$ cat config.mk
export PLATFORM = sky130hd
export DESIGN_NAME = cmp_eq_serial
export DESIGN_NICKNAME = d
export VERILOG_FILES = /design/src/rtl/cmp_eq_serial_pkg.sv /design/src/rtl/cmp_eq_serial_cmpeq.sv /design/src/rtl/cmp_eq_serial.sv
export SDC_FILE = /design/constraint.sdc
export NUM_CORES = 1
export LEC_CHECK = 0
export CAP_MARGIN = 20
export CELL_PAD_IN_SITES_DETAIL_PLACEMENT = 0
export CELL_PAD_IN_SITES_GLOBAL_PLACEMENT = 1
export CORE_MARGIN = 4
export CORE_UTILIZATION = 23
export DETAILED_ROUTE_END_ITERATION = 10
export GPL_ROUTABILITY_DRIVEN = 0
export HOLD_SLACK_MARGIN = 0.1
export PLACE_DENSITY = 0.83
export SETUP_SLACK_MARGIN = 0.02
export SLEW_MARGIN = 5
export SYNTH_ARGS = -nofsm -noshare
export SYNTH_HDL_FRONTEND = slang
export SYNTH_SLANG_ARGS = --single-unit
$ cat constraint.sdc
create_clock -name CLK -period 1.59 [get_ports CLK]
set_clock_uncertainty 0.15 [all_clocks]
set_input_delay 0.318 -clock CLK [delete_from_list [all_inputs] [get_ports CLK]]
set_output_delay 0.318 -clock CLK [all_outputs]
set_load 0.05 [all_outputs]
$ cat src/rtl/cmp_eq_serial_pkg.sv
// Shared types and sizing helpers for the chunk-serial equality comparator.
package cmp_eq_serial_pkg;

  typedef enum logic [1:0] {
    IDLE   = 2'd0,
    ACCUM  = 2'd1,
    RESULT = 2'd2
  } state_e;

  // Slice counter width; a single-slice word still gets a 1-bit counter.
  function automatic int cnt_width(input int n);
    return (n > 1) ? $clog2(n) : 1;
  endfunction

endpackage

$ cat src/rtl/cmp_eq_serial_cmpeq.sv
// Combinational full-width equality: XNOR of corresponding bits, AND-reduced.
module CmpEQ #(
  parameter int width = 8
) (
  input  logic [width-1:0] a,
  input  logic [width-1:0] b,
  output logic             eq
);

  assign eq = &(a ~^ b);

endmodule

$ cat src/rtl/cmp_eq_serial.sv
// Chunk-serial equality comparator: consumes N slice pairs LSB-first and
// returns one full-word EQ flag over a valid/ready result handshake.
module cmp_eq_serial
  import cmp_eq_serial_pkg::*;
#(
  parameter int width = 32,
  parameter int chunk = 8
) (
  input  logic             CLK,
  input  logic             RSTn,
  input  logic             Abort,
  input  logic             InValid,
  output logic             InReady,
  input  logic [chunk-1:0] A,
  input  logic [chunk-1:0] B,
  output logic             OutValid,
  input  logic             OutReady,
  output logic             EQ
);

  localparam int CHUNK_NZ = (chunk < 1) ? 1 : chunk;
  localparam int N        = width / CHUNK_NZ;
  localparam int CW       = cnt_width(N);

  if (chunk < 1) begin : g_bad_chunk
    $error("cmp_eq_serial: chunk must be >= 1");
  end
  if ((width % CHUNK_NZ) != 0 || width < CHUNK_NZ) begin : g_bad_width
    $error("cmp_eq_serial: width must be a positive multiple of chunk");
  end

  state_e          state, state_d;
  logic [CW-1:0]   cnt, cnt_d;
  logic            eq_acc, eq_acc_d;
  logic            slice_eq;
  logic            in_xfer, out_xfer;

  CmpEQ #(.width(chunk)) u_slice_cmp (
    .a  (A),
    .b  (B),
    .eq (slice_eq)
  );

  // Outputs decode only the state register and eq_acc, never the inputs.
  assign InReady  = (state != RESULT);
  assign OutValid = (state == RESULT);
  assign EQ       = OutValid & eq_acc;

  assign in_xfer  = InValid & InReady;
  assign out_xfer = OutValid & OutReady;

  // NOTE: state is updated with non-blocking assignments so every register
  // samples the pre-edge values of its peers, independent of block order.
  always_ff @(posedge CLK or negedge RSTn) begin
    if (!RSTn) begin
      state  <= IDLE;
      cnt    <= '0;
      eq_acc <= 1'b1;
    end else begin
      state  <= state_d;
      cnt    <= cnt_d;
      eq_acc <= eq_acc_d;
    end
  end

  // NOTE: every signal driven here gets a default first, so no path through
  // the case leaves one unassigned and no latch is inferred.
  always_comb begin
    state_d  = state;
    cnt_d    = cnt;
    eq_acc_d = eq_acc;

    if (Abort) begin
      state_d  = IDLE;
      cnt_d    = '0;
      eq_acc_d = 1'b1;
    end else begin
      case (state)
        IDLE: begin
          if (in_xfer) begin
            eq_acc_d = slice_eq;
            cnt_d    = CW'(1);
            state_d  = (N > 1) ? ACCUM : RESULT;
          end
        end
        ACCUM: begin
          if (in_xfer) begin
            eq_acc_d = eq_acc & slice_eq;
            // The last slice holds cnt so it cannot wrap by overflow when N
            // is a power of two; RESULT->IDLE clears it.
            if (cnt == CW'(N - 1)) begin
              state_d = RESULT;
            end else begin
              cnt_d = cnt + 1'b1;
            end
          end
        end
        RESULT: begin
          if (out_xfer) begin
            state_d = IDLE;
            cnt_d   = '0;
          end
        end
        default: begin
          state_d = IDLE;
          cnt_d   = '0;
        end
      endcase
    end
  end

endmodule

-- After elaboration in Yosys (flattened, before gate mapping)
Cells that the tools add are included.
- bits in latches: 0
- memories: 0
- ROM bits: 0
- RAM bits: 0
- register bits: 5
- logic and storage cells: 38
- input port bits: 21
- div/mod/pow operators: 0
- multiply operators: 0
- equality and inequality tests: 9
- bitwise logic cells: 5
- add/sub/neg operators: 1
- reductions and logical operators: 6
- $lt $le $gt $ge: 0
- shifts and indexed selects: 0
- multiplexer cells: 14
- operators by type and width (operator ; number):
    2-to-1 mux 2 bit ; 8
    inequality test 3 bit, second input constant ; 4
    one-hot mux 2 bit (3 select lines) ; 2
    AND reduction 4 bit ; 2
    AND reduction 8 bit ; 1
    bitwise XNOR 8 bit ; 1
    AND 1 bit ; 4
    == test 2 bit, second input constant ; 2
    2-to-1 mux 1 bit ; 3
    inequality test 3 x 2 -> 1 bit, second input constant ; 1
    AND reduction 3 bit ; 1
    nonzero test 3 bit ; 1
    adder 2 x 1 -> 2 bit, second input constant ; 1
    == test 2 x 1 -> 1 bit, second input constant ; 1
    zero test 2 bit ; 1
    inequality test 2 bit, second input constant ; 1
    one-hot mux 1 bit (2 select lines) ; 1

-- Longest topological paths before layout
- word-level depth: 6
- gate-level depth with buffers: 5
- gate-level depth less buffers: 5

-- By module
From an unflattened synthesis, not the netlist that was laid out.
- cell total of the unflattened synthesis: 40
- area, all modules: 382.9 um2
- by module, submodules not included (module ; times used ; sequential area each (um2) ; cells each ; area an instance (um2)):
    cmp_eq_serial ; 1 ; 126.4 ; 29 ; 296.5
    CmpEQ ; 1 ; 0.0 ; 11 ; 86.3

-- Worst setup path before layout
Ideal clock, no wire load.
- path type: reg-to-output
- from: register state[0]
- to: output port EQ
- path slack: -395 ps
- cell stages (with the launch flop): 4
- arrival time: 1517 ps
- path buffers: 0
- cell sequence: dfrtp_1 nand2b_4 inv_1 and2_1
- longest elaborated chain between the ends: 2
- ends and longest elaborated chain (element ; line ; text):
    start: declaration ; cmp_eq_serial.sv:32 ; state_e state, state_d;
    start signal: assignment ; cmp_eq_serial.sv:60 ; state <= state_d;
    == test 2 bit ; cmp_eq_serial.sv:46 ; assign OutValid = (state == RESULT);
    via OutValid ; cmp_eq_serial.sv:16 ; output logic OutValid,
    AND 1 bit ; cmp_eq_serial.sv:47 ; assign EQ = OutValid & eq_acc;
    end: declaration ; cmp_eq_serial.sv:18 ; output logic EQ
The timed path passes the listed nets, and every way through them passes these cells.

-- Worst setup path in the final report
- from: register state[1]
- to: output port EQ
- longest elaborated chain between the ends: 2
- ends and longest elaborated chain (element ; line):
    == test 2 bit ; cmp_eq_serial.sv:46
    AND 1 bit ; cmp_eq_serial.sv:47
No other way between the ends.

==> results.md <==
* First-pass GRT wire length at 1.37 mm
* DRC Markers at 0
* Vert. Die Dim at 48.3 um
* Synthesized cell area at 373 sq um
* Buffers on Ports at 23
* Max FO, Critical Path at 2
* WHS at between 0.1 and 0.15 ns
* Leakage power at about 0.3 nW
* Placed Area at approximately 680 sq um
* Distinct cells, synth at 23
* Initial DRC count at 3
* Final WL at 909 um
* Final Hold Fails at 0
* Met3 Track Usage GR at 0.0221
* R2R Path Start: cnt[0]
* Critical path data required time at ~1.1 ns
* Syn nets at 64
* Setup Total Neg Slack at 0 ns
* Initial antenna violation count at 0
* Post-DR vias/cell at about 4.5
* Vias at approximately 400
* Worst Setup End Kind: output pin
* Flop2flop setup slack at between 0.1 and 0.15 ns
* Hold-fix buffers, CTS at 0
* # diodes at 0
* Root buffer cell: clkbuf_4
* Core ar. at between 1500 and 2000 sq um
* Highest-count cells in the layout ignoring fill and taps: clkdlybuf4s50_1 (20), xor2_1 (8), nor2_1 (5), buf_4 (5), dfrtp_1 (4)
* Num rows at 14
* Mean Syn Cell Area at slightly below 9 sq um
* Worst-Margin Slew at roughly 0.27 ns
* Max VDD drop at ~0.28 mV
* CTS Sinks at 5
* Mapped Cells at 42
* Tmin final at approximately 1.6 ns
* CTS resizes at 0
* Clk buf depth at 2
* Gr busiest metal: met2
* Die area at 2330 sq um
* Initial Util at 0.245
* First-pass DRT Iterations at 2
* Fmax at around 640 MHz
* Vias in the first global route at 364
* Commonest non-fill, non-tap cell in the layout: clkdlybuf4s50_1
* Die width at between 40 and 50 um
* Startpoint Class: flip-flop
* R2R cell count at 5
* HP Class: input port to asynchronous set/reset pin
* Seq/Total Area, Yosys at 0.339
* Final setup violation count at 0
* Power density over the cells at between 500 and 600 nW/um^2
* Maxcap violations at 0
* Post-DR wirelength/cell at slightly above 10 um
* Unrepaired setup endpoints after global routing: true
* Total GRT Usage at 0.0880
* Final nets at 97
* Terminus of the critical flop-to-flop path: cnt[0]
* Met2 Usage GRT at 0.156
* Slew Limit Fails at 0
* Ports at 24
* CTS H-tree lvls at 1
* Largest net degree at the start of global routing at 8
* Relative slew slack at 0.820
* Final ANT Viol Nets at 0
* Number of synthesized register bits at 5
* Global route overflow at 0
* Num CTS Buffers at 3
* Layout cells sized above 1 at 0.203
* HPWL after DPL at between 700 and 800 um
* Cell area after layout at ~720 sq um
* Layout overhead on the synthesized area at 94.0%
* Crit share post-route at 0.976
* Crit path kind: flip-flop to output pin
* Clk_lat worst skew at ~0.24 ns
* Clk pin slew, worst setup/hold paths at around 0.040 ns
* Met1 usage at 0.0935
* Yosys warns at 0
* Status: finished clean
* CTS tree: done
* Worst Path Arrival at ~1.1 ns
* Final core utilization at 0.475
## cell families (layout without fill, tap and decap cells)
kind of cell / Yosys count / after routing / synth area share
XOR/XNOR: 9 / 9 / 0.211
AND/OR/NAND/NOR: 17 / 17 / 0.268
buffers and inverters: 2 / 34 / 0.0201
adder cells (fa/ha/maj): 1 / 1 / 0.0336
flip-flops: 5 / 5 / 0.339
AO/OA/AOI/OAI: 8 / 8 / 0.128
## cells in the mapped netlist
| master | count | area, sq um |
|---|---|---|
| dfstp_2 | 1 | 26.3 |
| nor4_1 | 2 | 12.5 |
| nand2_1 | 1 | 3.75 |
| ha_1 | 1 | 12.5 |
| and2_1 | 1 | 6.26 |
| inv_1 | 2 | 7.51 |
| nand4b_1 | 1 | 8.76 |
| dfrtp_1 | 4 | 100 |
| or2b_1 | 1 | 7.51 |
| nand2b_4 | 1 | 13.8 |
| nor2b_1 | 1 | 6.26 |
| xor2_1 | 8 | 70.1 |
| nor3_1 | 2 | 10.0 |
| a21oi_1 | 3 | 15.0 |
| o22a_1 | 1 | 8.76 |
| and2b_1 | 1 | 7.51 |
| a211oi_1 | 1 | 7.51 |
| o21ai_0 | 1 | 5.00 |
| xnor2_1 | 1 | 8.76 |
| nand3_1 | 1 | 5.00 |
| a31oi_1 | 1 | 6.26 |
| o21ai_1 | 1 | 5.00 |
| nor2_1 | 5 | 18.8 |
## worst max-delay path by stage
stage                     endpoint  cells past startpoint     start  slack (ns)
after floorplan                 EQ                      3  state[0]       -0.13
after global placement      eq_acc                      5      B[6]       -0.05
after detailed placement    eq_acc                      5      B[6]       -0.07
after CTS                       EQ                      4  state[1]        0.03
after global routing            EQ                      4  state[0]       -0.01
final                           EQ                      4  state[1]        0.04
## worst max-delay path: stages (launching register included)
cell        delay, ns
dfrtp_1          0.40
nand2b_4         0.09
clkinvlp_4       0.07
and2_4           0.14
buf_12           0.14
## flip-flops by register name, indices dropped and copies added, names as in the netlist
| register | flops |
|---|---|
| cnt | 2 |
| eq_acc | 1 |
| state | 2 |
## metal layers
metal | share of wire | vias up | wire length (um)
li1 | - | 209 | -
met1 | 0.41 | 179 | 369
met2 | 0.50 | 15 | 453
met3 | 0.094 | 0 | 85
met4 | 0 | 0 | 0
met5 | 0 | - | 0
## area by class of cell
class	count	area (sq um)
Clock buffer	4	26.3
Fill cell	144	801
Inverter	2	11.3
Multi-Input combinational cell	35	241
Sequential cell	5	126
Tap cell	16	20.0
Timing Repair Buffer	28	298
## report_power, final
part           leakage, nW  switching (mW)  internal, mW
Combinational        0.230          0.0363        0.0724
Clock               0.0150          0.0470        0.0945
Sequential          0.0633         0.00584         0.137
Total                0.308          0.0891         0.304
## what timing repair did
item,4_1_cts,5_1_grt
endpoints found under the setup margin,1,2
buffers inserted,2,0
gates cloned,0,0
## through the flow
| stage | setup WS [ns] | total power, mW | instances |
|---|---|---|---|
| floorplan | -0.132 | 0.184 | 42 |
| global placement | -0.0466 | 0.253 | 84 |
| detailed placement | -0.0750 | 0.254 | 84 |
| CTS | 0.0273 | 0.403 | 90 |
| global route | -0.0113 | 0.413 | 90 |
| finish | 0.0386 | 0.393 | 90 |
(Power assumes the default switching activity.)
==> edit (same flow settings) <==
The 3 states of `state_e` get a one-hot encoding in 3 bits.
--- a/src/rtl/cmp_eq_serial_pkg.sv
+++ b/src/rtl/cmp_eq_serial_pkg.sv
@@ -3,6 +3,6 @@
 
-  typedef enum logic [1:0] {
-    IDLE   = 2'd0,
-    ACCUM  = 2'd1,
-    RESULT = 2'd2
+  typedef enum logic [2:0] {
+    IDLE   = 3'b001,
+    ACCUM  = 3'b010,
+    RESULT = 3'b100
   } state_e;
Behaviour: no difference found for any inputs over 10 cycles, from zero or initial values and one cycle with RSTn low; not proved beyond that.
==> edit against the unedited design <==
- the flow now finishes with violations (negative setup slack)
- power increased by 18%
- wire length increased by 43%
- area after synthesis increased by 28%
- sequential cell count increased by 1
- design area increased by 24%
- via count increased by 23%
- first-iteration DRC count increased by 33%
- maximum frequency decreased by 7.0%
- setup slack got worse by 0.12 ns
- critical path type unchanged
==> edit: results (changes against the unedited design) <==
status: complete, but fails checks
failing checks: negative setup slack
largest registers: state (3), cnt (2), eq_acc (1)
synthesized area divided by synthesized cell count: 9.14 µm² (+3.0%)
Ant. Diodes: 0 (unchanged)
Pre-antenna DRT Iters: 4 (+2)
number of global-route vias before repair: 500 (+37%)
top cells by area in the synthesized netlist: sky130_fd_sc_hd__dfrtp_1, sky130_fd_sc_hd__xnor2_1, sky130_fd_sc_hd__dfstp_2
fin nets: 111 (+14%)
internal reg-to-reg setup slack: 0.03 ns (-0.09 ns)
arrival time worst endpoint: 1.20 ns (+0.12 ns)
slew at the pin closest to its max-slew limit: 0.272 ns (+0.00426 ns)
fraction of layout instances using a drive strength above 1: 0.375 (+0.172)
average detailed-routed wire length per instance: 11.3 µm (+12%)
post-DR vias/cell: 4.31 (-3.7%)
sequential cell area fraction in the yosys report: 0.321 (-0.0179)
Yosys Warn Count: 0 (unchanged)
Place WS: -0.201 ns (-0.126 ns)
worst supply voltage drop on vdd: 271 µV (-2.4%)
Synth Net Count: 74 (+16%)
PnR worst setup slack: -0.0782 ns (-0.117 ns)
GRT Resource Usage Total: 0.0997 (+0.0117)
placed wire-length estimate after detailed placement: 1040 µm (+32%)
CTS buffer count: 3 (unchanged)
startpoint of the worst register-to-register path: state[0]
Static Leak: 0.360 nW (+17%)
wire length of the first global-routing pass: 2110 µm (+55%)
Synth top cells by count: sky130_fd_sc_hd__xnor2_1, sky130_fd_sc_hd__dfrtp_1, sky130_fd_sc_hd__nand2_1, sky130_fd_sc_hd__nor2_1, sky130_fd_sc_hd__a21oi_1
pin count of the biggest net entering global routing: 10 (+2)
final setup violation count: 3 (+3)
Fin Setup TNS: -0.101 ns (-0.101 ns)
worst reg-to-reg path cell count: 6 (+1)
Initial DRC Count: 4 (+1)
final wirelength: 1300 µm (+43%)
post-synth cell types: 28 (+22%)
edit: cell types whose count changed in the layout (fill, tap and decap cells not counted), sizes merged, moves of 3 or more:
cell | unedited run | this run
nand2 | 1 | 4
buf | 8 | 13
xor2 | 8 | 0
xnor2 | 1 | 8
edit: worst max-delay path by stage:
stage / slack (ns) / cells past startpoint / endpoint / startpoint
CTS: -0.08 / 4 / InReady / state[0]
floorplan: 0.05 / 5 / state[0] / state[0]
detailed placement: -0.20 / 5 / cnt[0] / InValid
finish: -0.08 / 4 / InReady / state[0]
global placement: -0.18 / 5 / cnt[0] / InValid
global route: -0.14 / 4 / InReady / state[1]
edit: logic make-up after synthesis:
kind of cell,share of synthesized area
xor+xnor,0.147
buf+inv,0.0316
compound gates,0.182
fa+ha+maj,0.0263
simple gates,0.292
flops,0.321
edit: layout make-up:
cell class                      count  area [µm²]
Fill cell                         210        1060
Timing Repair Buffer               33         342
Inverter                            1        7.51
Clock buffer                        4        26.3
Multi-Input combinational cell     44         337
Sequential cell                     6         154
Tap cell                           27        33.8
edit: critical path, cell delays in order (launching register included):
cell and delay, ns:
sky130_fd_sc_hd__dfstp_2 0.54, sky130_fd_sc_hd__nor2_2 0.04, sky130_fd_sc_hd__and2_4 0.17, sky130_fd_sc_hd__clkinvlp_4 0.08, sky130_fd_sc_hd__buf_12 0.13
edit: metal layers:
| metal | part of all wire | vias up | GRT usage |
|---|---|---|---|
| li1 | - | 255 | - |
| met1 | 0.43 | 234 | 0.115 |
| met2 | 0.53 | 7 | 0.186 |
| met3 | 0.040 | 0 | 0.0254 |
| met4 | 0 | 0 | 0.0128 |
| met5 | 0 | - | 0 |
edit: report_power, final:
| group | internal (mW) | switching [mW] |
|---|---|---|
| registers | 0.165 | 0.00742 |
| clock network | 0.0947 | 0.0499 |
| logic | 0.0941 | 0.0534 |
edit: what timing repair did:
item                       CTS  global route
pin swaps                    1             5
setup buffers                3             3
setup endpoints to repair    4             6
gates resized for setup      3             8
edit: stage by stage:
step                 util  hold WS [ns]  instance area, µm²
finish              0.459         0.174                 900
detailed placement  0.405         0.352                 795
floorplan               -        -0.128                 482
global placement    0.405         0.349                 795
global route        0.459         0.191                 900
CTS                 0.433         0.182                 850
